$ cat config.mk
export PLATFORM = sky130hd
export DESIGN_NAME = sipo_frame_rx
export DESIGN_NICKNAME = d
export VERILOG_FILES = /design/src/rtl/sipo_frame_rx.sv
export SDC_FILE = /design/constraint.sdc
export NUM_CORES = 1
export LEC_CHECK = 0
export ABC_AREA = 0
export CORE_ASPECT_RATIO = 0.9
export CORE_MARGIN = 2
export CORE_UTILIZATION = 48
export CTS_CLUSTER_DIAMETER = 40
export DETAILED_ROUTE_END_ITERATION = 10
export PLACE_DENSITY_LB_ADDON = 0.15
export SYNTH_ARGS = -nofsm -noshare
export SYNTH_HDL_FRONTEND = slang
export SYNTH_SLANG_ARGS = --single-unit
$ cat constraint.sdc
create_clock -name clk -period 1.4 [get_ports clk]
set_input_delay 0.28 -clock clk [delete_from_list [all_inputs] [get_ports clk]]
set_output_delay 0.28 -clock clk [all_outputs]
set_load 0.01 [all_outputs]
$ cat src/rtl/sipo_frame_rx.sv
// Serial-in/parallel-out word deserializer with bit counter, per-frame shift
// direction and frame abort. Define SIPO_PARITY_EN to add a trailing even-parity bit.
module sipo_frame_rx #(
  parameter int DW = 8,
  parameter int CW = $clog2(DW+1)
) (
  input  logic          clk,
  input  logic          rst,
  input  logic          enb,
  input  logic          inp,
  input  logic          dir,
  input  logic          clr,
  output logic [DW-1:0] out,
  output logic          out_vld,
`ifdef SIPO_PARITY_EN
  output logic          par_err,
`endif
  output logic          busy
);

  logic [DW-1:0] sh_r;
  logic [CW-1:0] cnt_r;
  logic          dir_r;
  logic          eff_dir;
  logic [DW-1:0] shifted;

  // The first bit of a frame takes its direction straight from the port.
  always_comb begin
    eff_dir = (cnt_r == '0) ? dir : dir_r;
    shifted = eff_dir ? {sh_r[DW-2:0], inp} : {inp, sh_r[DW-1:1]};
  end

  // NOTE: sequential state uses non-blocking assignments only, so every
  // register samples pre-edge values regardless of statement order.
  always_ff @(posedge clk or negedge rst) begin
    if (!rst) begin
      sh_r    <= '0;
      cnt_r   <= '0;
      dir_r   <= 1'b0;
      out     <= '0;
      out_vld <= 1'b0;
`ifdef SIPO_PARITY_EN
      par_err <= 1'b0;
`endif
    end else begin
      out_vld <= 1'b0;
      if (clr) begin
        cnt_r <= '0;
        sh_r  <= '0;
      end else if (enb) begin
        if (cnt_r == '0) dir_r <= dir;
`ifdef SIPO_PARITY_EN
        // Parity bit cycle: data is already complete in sh_r.
        if (cnt_r == CW'(DW)) begin
          out     <= sh_r;
          par_err <= ^{sh_r, inp};
          out_vld <= 1'b1;
          cnt_r   <= '0;
          sh_r    <= '0;
        end else begin
          sh_r  <= shifted;
          cnt_r <= cnt_r + CW'(1);
        end
`else
        if (cnt_r == CW'(DW-1)) begin
          out     <= shifted;
          out_vld <= 1'b1;
          cnt_r   <= '0;
          sh_r    <= '0;
        end else begin
          sh_r  <= shifted;
          cnt_r <= cnt_r + CW'(1);
        end
`endif
      end
    end
  end

  assign busy = (cnt_r != '0);

endmodule
==> out/results.txt, run 1 <==
Status: finished with violations
Violated checks: setup timing
Final Hold Fails: 0
Clk_lat worst skew: 0.30 ns
I/O pin count: 16
Crit. End Element: flop
CP max stage delay: 0.43 ns
VDD IR-drop max: 0.7532 mV
Hold Slack: 0.3129 ns
Layout Skew: 0.002761 ns
Switching Fraction: 26.31%
Final worst-path cycle share: 115.4%
Setup crit end: out[1]
Seq/Total Area, Yosys: 47.21%
Post-Layout Cell Count: 144
R2R setup slack: -0.22 ns
Die area: 2840 um2
Final wirelength: 2.471 mm
RSZ-0062 raised after global routing: yes
Antenna diode count: 0
CTS Hold Bufs: 0
CTS tree: done
Synthesis-stage register bit count: 22
Reg clk slew, reported paths: 0.11 ns
Setup ws final: -0.2160 ns
Synth area leaders: dfrtp_1 47%, mux2i_1 21%, mux2_2 7.7%
Slew Limit Fails: 0
Placed cells: 137
Reg2reg path depth: 6
WL met3: 127 um
Total power: 1.349 mW
DIE WIDTH: 55.96 um
Mean Syn Cell Area: 12.81 um2
Final min period: 1.616 ns
Area post-placement: 1395 um2
Largest delay share family, worst path: multiplexers
Gate Count Post-Synth: 91
Inserted Clock Buffers: 3
Int Pwr: 0.9938 mW
Synth top area share: 47.21%
Cell Pwr Density: 892.9 nW/um2
Sequential Power Share: 52.9%
Final net count: 126
DR vias: 811
Final setup violation count: 18
GRT overflow: 0
Clock power frac: 24.8%
Wl on met1: 1.184 mm
Critical-path maximum fanout: 9
Vias per cell: 5.632
First-pass GRT wire length: 4.084 mm
Dpl hpwl: 1.711 mm
CP max stage cell: dfrtp_1
Vias in the first global route: 826
Clk sinks: 22
Yosys warnings: 0
# rows: 16
Initial Util: 52.01%
Mapped cell area: 1166 um2
Worst flop-to-flop path endpoint: out[1]
Largest net degree at the start of global routing: 23
Syn_nets: 99
Core area: 2242 um2
CP startpoint: cnt_r[0]
Reg-to-Reg Start: cnt_r[0]
Seq. cell area: 550.5 um2
Gate power share: 22.4%
Post-route core utilization: 67.35%
Share of cells above drive strength 1: 30.77%
CP Data Required Time: 1.64 ns
Iteration-0 DRC Markers: 27
FMAX: 618.8 MHz
Worst path depth: 6
Arr. time, crit path: 1.86 ns
Initial antenna violation count: 0
Commonest cells after routing, fill and taps aside: 22 x dfrtp_1, 20 x mux2i_1, 9 x dlygate4sd2_1
CTS Root Cell: clkbuf_4
DR WL/cell: 17.16 um
Fillers: 187
Synth area leader: dfrtp_1
Critical path class: flop to flop
DRC Markers: 0
Hold crit path type: primary input to async pin
Most common cell after layout, fill and taps aside: dfrtp_1
Worst slew pin tran: 0.5481 ns
Post-synth cell types: 19
Buffers added on ports: 15
Leakage: 0.7525 nW
GPL Wtd Cong: 0.8020
Max cap viols: 0
Area growth syn-to-layout: 29.51%
Fin area: 1510 um2
Crit-path cells: inv_1 > ha_1 > nor3b_4 > buf_6 > mux2i_2 > mux2_2
Buf/Inv on CP: 2
CP startpoint kind: flop
Rel. slew slack: 63.32%
Top routing layer used: met4
# H-tree levels: 1
Multi-input logic area: 626.9 um2
DR WL met2: 1.140 mm
GRT Overall Usage: 19.33%
Total iterations of the first detailed-routing run: 4
Die H: 50.76 um
Final ANT Viol Nets: 0
Clk buf depth: 2
Switching power: 0.3547 mW
==> logic make-up after synthesis <==
| group | Yosys count | share of synthesized area (%) |
|---|---|---|
| XOR/XNOR | 2 | 1.502 |
| AND/OR/NAND/NOR | 11 | 6.330 |
| buffers and inverters | 10 | 4.935 |
| AO/OA/AOI/OAI | 10 | 7.404 |
| adder cells (fa/ha/maj) | 2 | 2.146 |
| multiplexers | 34 | 30.47 |
| flip-flops | 22 | 47.21 |
==> sequential cells by signal (all words and copies together), names as in the netlist <==
name and flops:
sh_r 8, out_vld 1, dir_r 1, cnt_r 4, out 8
==> Yosys cell counts <==
cell and instances:
mux2i_1 25, dfrtp_1 22, a22o_1 8, mux2_2 8, buf_2 4, inv_1 4
nor2_1 4, buf_6 2, ha_1 2, nand3b_1 2, nor3b_2 2, a211oi_1 1
a31o_2 1, and3_1 1, and3b_1 1, mux2_4 1, nand2_1 1, xnor2_1 1
xor2_1 1
==> through the flow <==
stage,setup WS [ns],TNS (ns)
floorplan,-0.01136,-0.01136
global placement,-0.2429,-3.862
detailed placement,-0.2695,-4.657
CTS,-0.2017,-2.962
global route,-0.2966,-4.557
finish,-0.2160,-3.080
==> power groups by stage <==
stage | combinational [mW] | sequential, mW | clock [mW]
floorplan | 0.187 | 0.698 | 0
global placement | 0.266 | 0.724 | 0
detailed placement | 0.271 | 0.724 | 0
CTS | 0.290 | 0.712 | 0.350
global route | 0.324 | 0.719 | 0.371
finish | 0.301 | 0.713 | 0.334
==> routing by layer <==
metal | vias to the layer above | global-route usage, %
met4 | 0 | 7.540
li1 | 385 | -
met1 | 398 | 28.57
met5 | - | 0
met2 | 26 | 27.78
met3 | 2 | 4.124
==> cell type report <==
class / count / area share [%]
timing repair buffer: 27 / 16.40
multi-input combinational: 60 / 41.51
tap: 27 / 2.237
sequential: 22 / 36.45
clock buffer: 4 / 2.403
inverter: 4 / 0.9942
==> repair_timing <==
item,CTS,global route
buffers inserted,0,2
cloned,0,1
resized for setup,23,5
pin swaps,1,2
setup endpoints to repair,28,19
==> worst min-delay path by stage <==
stage,slack (ns),from,to
after CTS,0.31,rst,cnt_r[3]
after floorplan,-0.02,rst,cnt_r[0]
after global placement,0.49,out[1],out[1]
final,0.31,rst,cnt_r[3]
after detailed placement,0.50,out[4],out[4]
after global routing,0.33,rst,cnt_r[3]
Power figures use the tool's default switching activity.
==> inputs of run 2 (changes only) <==
--- a/config.mk
+++ b/config.mk
@@ -7,7 +7,7 @@
 export LEC_CHECK = 0
 export ABC_AREA = 0
 export CORE_ASPECT_RATIO = 0.9
-export CORE_MARGIN = 2
+export CORE_MARGIN = 1.5
 export CORE_UTILIZATION = 48
 export CTS_CLUSTER_DIAMETER = 40
 export DETAILED_ROUTE_END_ITERATION = 10
==> out/results.txt, run 2 (synthesis gave the netlist of run 1 again) <==
Gate power share: 23.9%
CTS tree: done
Final ANT Viol Nets: 0
GPL Wtd Cong: 0.7820
RSZ-0062 raised after global routing: yes
Die area: 2735 um2
Area growth syn-to-layout: 35.41%
Total iterations of the first detailed-routing run: 4
Final wirelength: 2.604 mm
Cell Pwr Density: 823.9 nW/um2
DIE WIDTH: 54.96 um
Commonest cells after routing, fill and taps aside: 22 x dfrtp_1, 19 x mux2i_1, 9 x mux2_4, 9 x dlygate4sd2_1, 9 x buf_4
Fin area: 1579 um2
Most common cell after layout, fill and taps aside: dfrtp_1
Inserted Clock Buffers: 3
Wl on met1: 1.302 mm
Largest net degree at the start of global routing: 23
DR vias: 829
Final net count: 130
VDD IR-drop max: 0.6244 mV
Status: finished with violations
GRT overflow: 0
Most frequent CP cell: buf_6
Reg-to-Reg Start: cnt_r[0]
Share of cells above drive strength 1: 34.17%
Switching Fraction: 27.51%
Clk_lat worst skew: 0.30 ns
Die H: 49.76 um
Top routing layer used: met4
DR WL met2: 1.205 mm
Setup ws final: -0.2286 ns
CP Data Required Time: 1.59 ns
Layout Skew: 0.002530 ns
Total power: 1.301 mW
CP startpoint: cnt_r[0]
CP max stage cell: dfrtp_1
Vias per cell: 5.639
Final worst-path cycle share: 116.3%
Iteration-0 DRC Markers: 24
CTS Root Cell: clkbuf_4
Top flop regs: out: 8 flops, sh_r: 8 flops, cnt_r: 4 flops
Initial antenna violation count: 0
Antenna diode count: 0
Hold crit path type: primary input to async pin
Reg clk slew, reported paths: 0.11 ns
FMAX: 614.0 MHz
Final Hold Fails: 0
CP startpoint kind: flop
DR WL/cell: 17.71 um
Crit-path cells: buf_6 > ha_4 > nand3b_1 > nor3b_2 > buf_6 > buf_6 > mux2_4
Buffers added on ports: 15
Clk sinks: 22
I/O pin count: 16
Worst path depth: 7
Critical path class: flop to flop
GRT Overall Usage: 20.87%
Core area: 2242 um2
DRC Markers: 0
# H-tree levels: 1
Final setup violation count: 19
Final min period: 1.629 ns
Area post-placement: 1395 um2
Dpl hpwl: 1.603 mm
Violated checks: setup timing
Leakage: 0.7845 nW
Worst slew pin tran: 0.5900 ns
Arr. time, crit path: 1.82 ns
Reg2reg path depth: 7
Max cap viols: 0
Clk buf depth: 2
Int Pwr: 0.9430 mW
Clock power frac: 21.0%
Initial Util: 52.01%
Crit. End Element: flop
Sequential Power Share: 55.1%
Rel. slew slack: 60.52%
Switching power: 0.3579 mW
Vias in the first global route: 824
First-pass GRT wire length: 4.077 mm
CP max stage delay: 0.39 ns
WL met3: 71 um
Buf/Inv on CP: 3
Critical-path maximum fanout: 4
Slew Limit Fails: 0
Largest delay share family, worst path: flip-flops
# rows: 16
## run 2: per-stage QoR
step	hold slack (ns)	setup slack (ns)	setup TNS, ns	std cells	utilization, %
global route	0.3649	-0.2987	-4.670	147	70.42
CTS	0.3194	-0.1759	-2.487	142	64.68
finish	0.3130	-0.2286	-3.044	147	70.42
detailed placement	0.4973	-0.3442	-5.514	137	62.22
floorplan	-0.01559	-0.01136	-0.01136	91	-
global placement	0.4886	-0.2498	-4.292	137	62.22
## run 2: power by group through the flow
stage / registers [mW] / clock network, mW / logic [mW]
after global routing: 0.721 / 0.295 / 0.336
after CTS: 0.712 / 0.280 / 0.285
after floorplan: 0.698 / 0 / 0.187
after global placement: 0.723 / 0 / 0.266
final: 0.716 / 0.273 / 0.311
after detailed placement: 0.724 / 0 / 0.272
## run 2: cell type report
cell class              instances  area (um2)
multi-input cells              60       659.4
fillers                       171       663.1
flip-flops and latches         22       550.5
clock buffers                   3       22.52
inverters                       4       15.01
repair buffers                 31       297.8
well taps                      27       33.78
## run 2: worst register-to-register path: stages, from the launching register on
cell and delay, ns:
dfrtp_1 0.39, buf_6 0.12, ha_4 0.12, nand3b_1 0.11
nor3b_2 0.24, buf_6 0.14, buf_6 0.11, mux2_4 0.30
## run 2: final timing paths
check	to	slack, ns
min in group clk	out[3]	0.52
hold / removal	out[4]	0.31
setup / recovery	out[7]	-0.23
max in group asynchronous	cnt_r[2]	0.87
setup reg to reg	out[7]	-0.23
hold reg to reg	out[3]	0.52
## run 2: per-layer routing
layer  vias to the layer above  GRT usage (%)
met3                         4          1.818
met2                        17          28.77
met1                       416          34.69
met4                         0          6.098
met5                         -              0
li1                        392              -
## run 2: repair_timing
action,CTS,global route
resized for setup,22,19
endpoints found under the hold margin,0,0
setup buffers,1,6
hold buffers,0,0
endpoints found under the setup margin,28,19
gates cloned,1,0
pin swaps,1,4
==> inputs of run 3 (changes only) <==
--- a/config.mk
+++ b/config.mk
@@ -6,6 +6,7 @@
 export NUM_CORES = 1
 export LEC_CHECK = 0
 export ABC_AREA = 0
+export CAP_MARGIN = 25
 export CORE_ASPECT_RATIO = 0.9
 export CORE_MARGIN = 1.5
 export CORE_UTILIZATION = 48
==> results of run 3 <==
No change in the layout: final DEF, timing and power equal those of run 2.
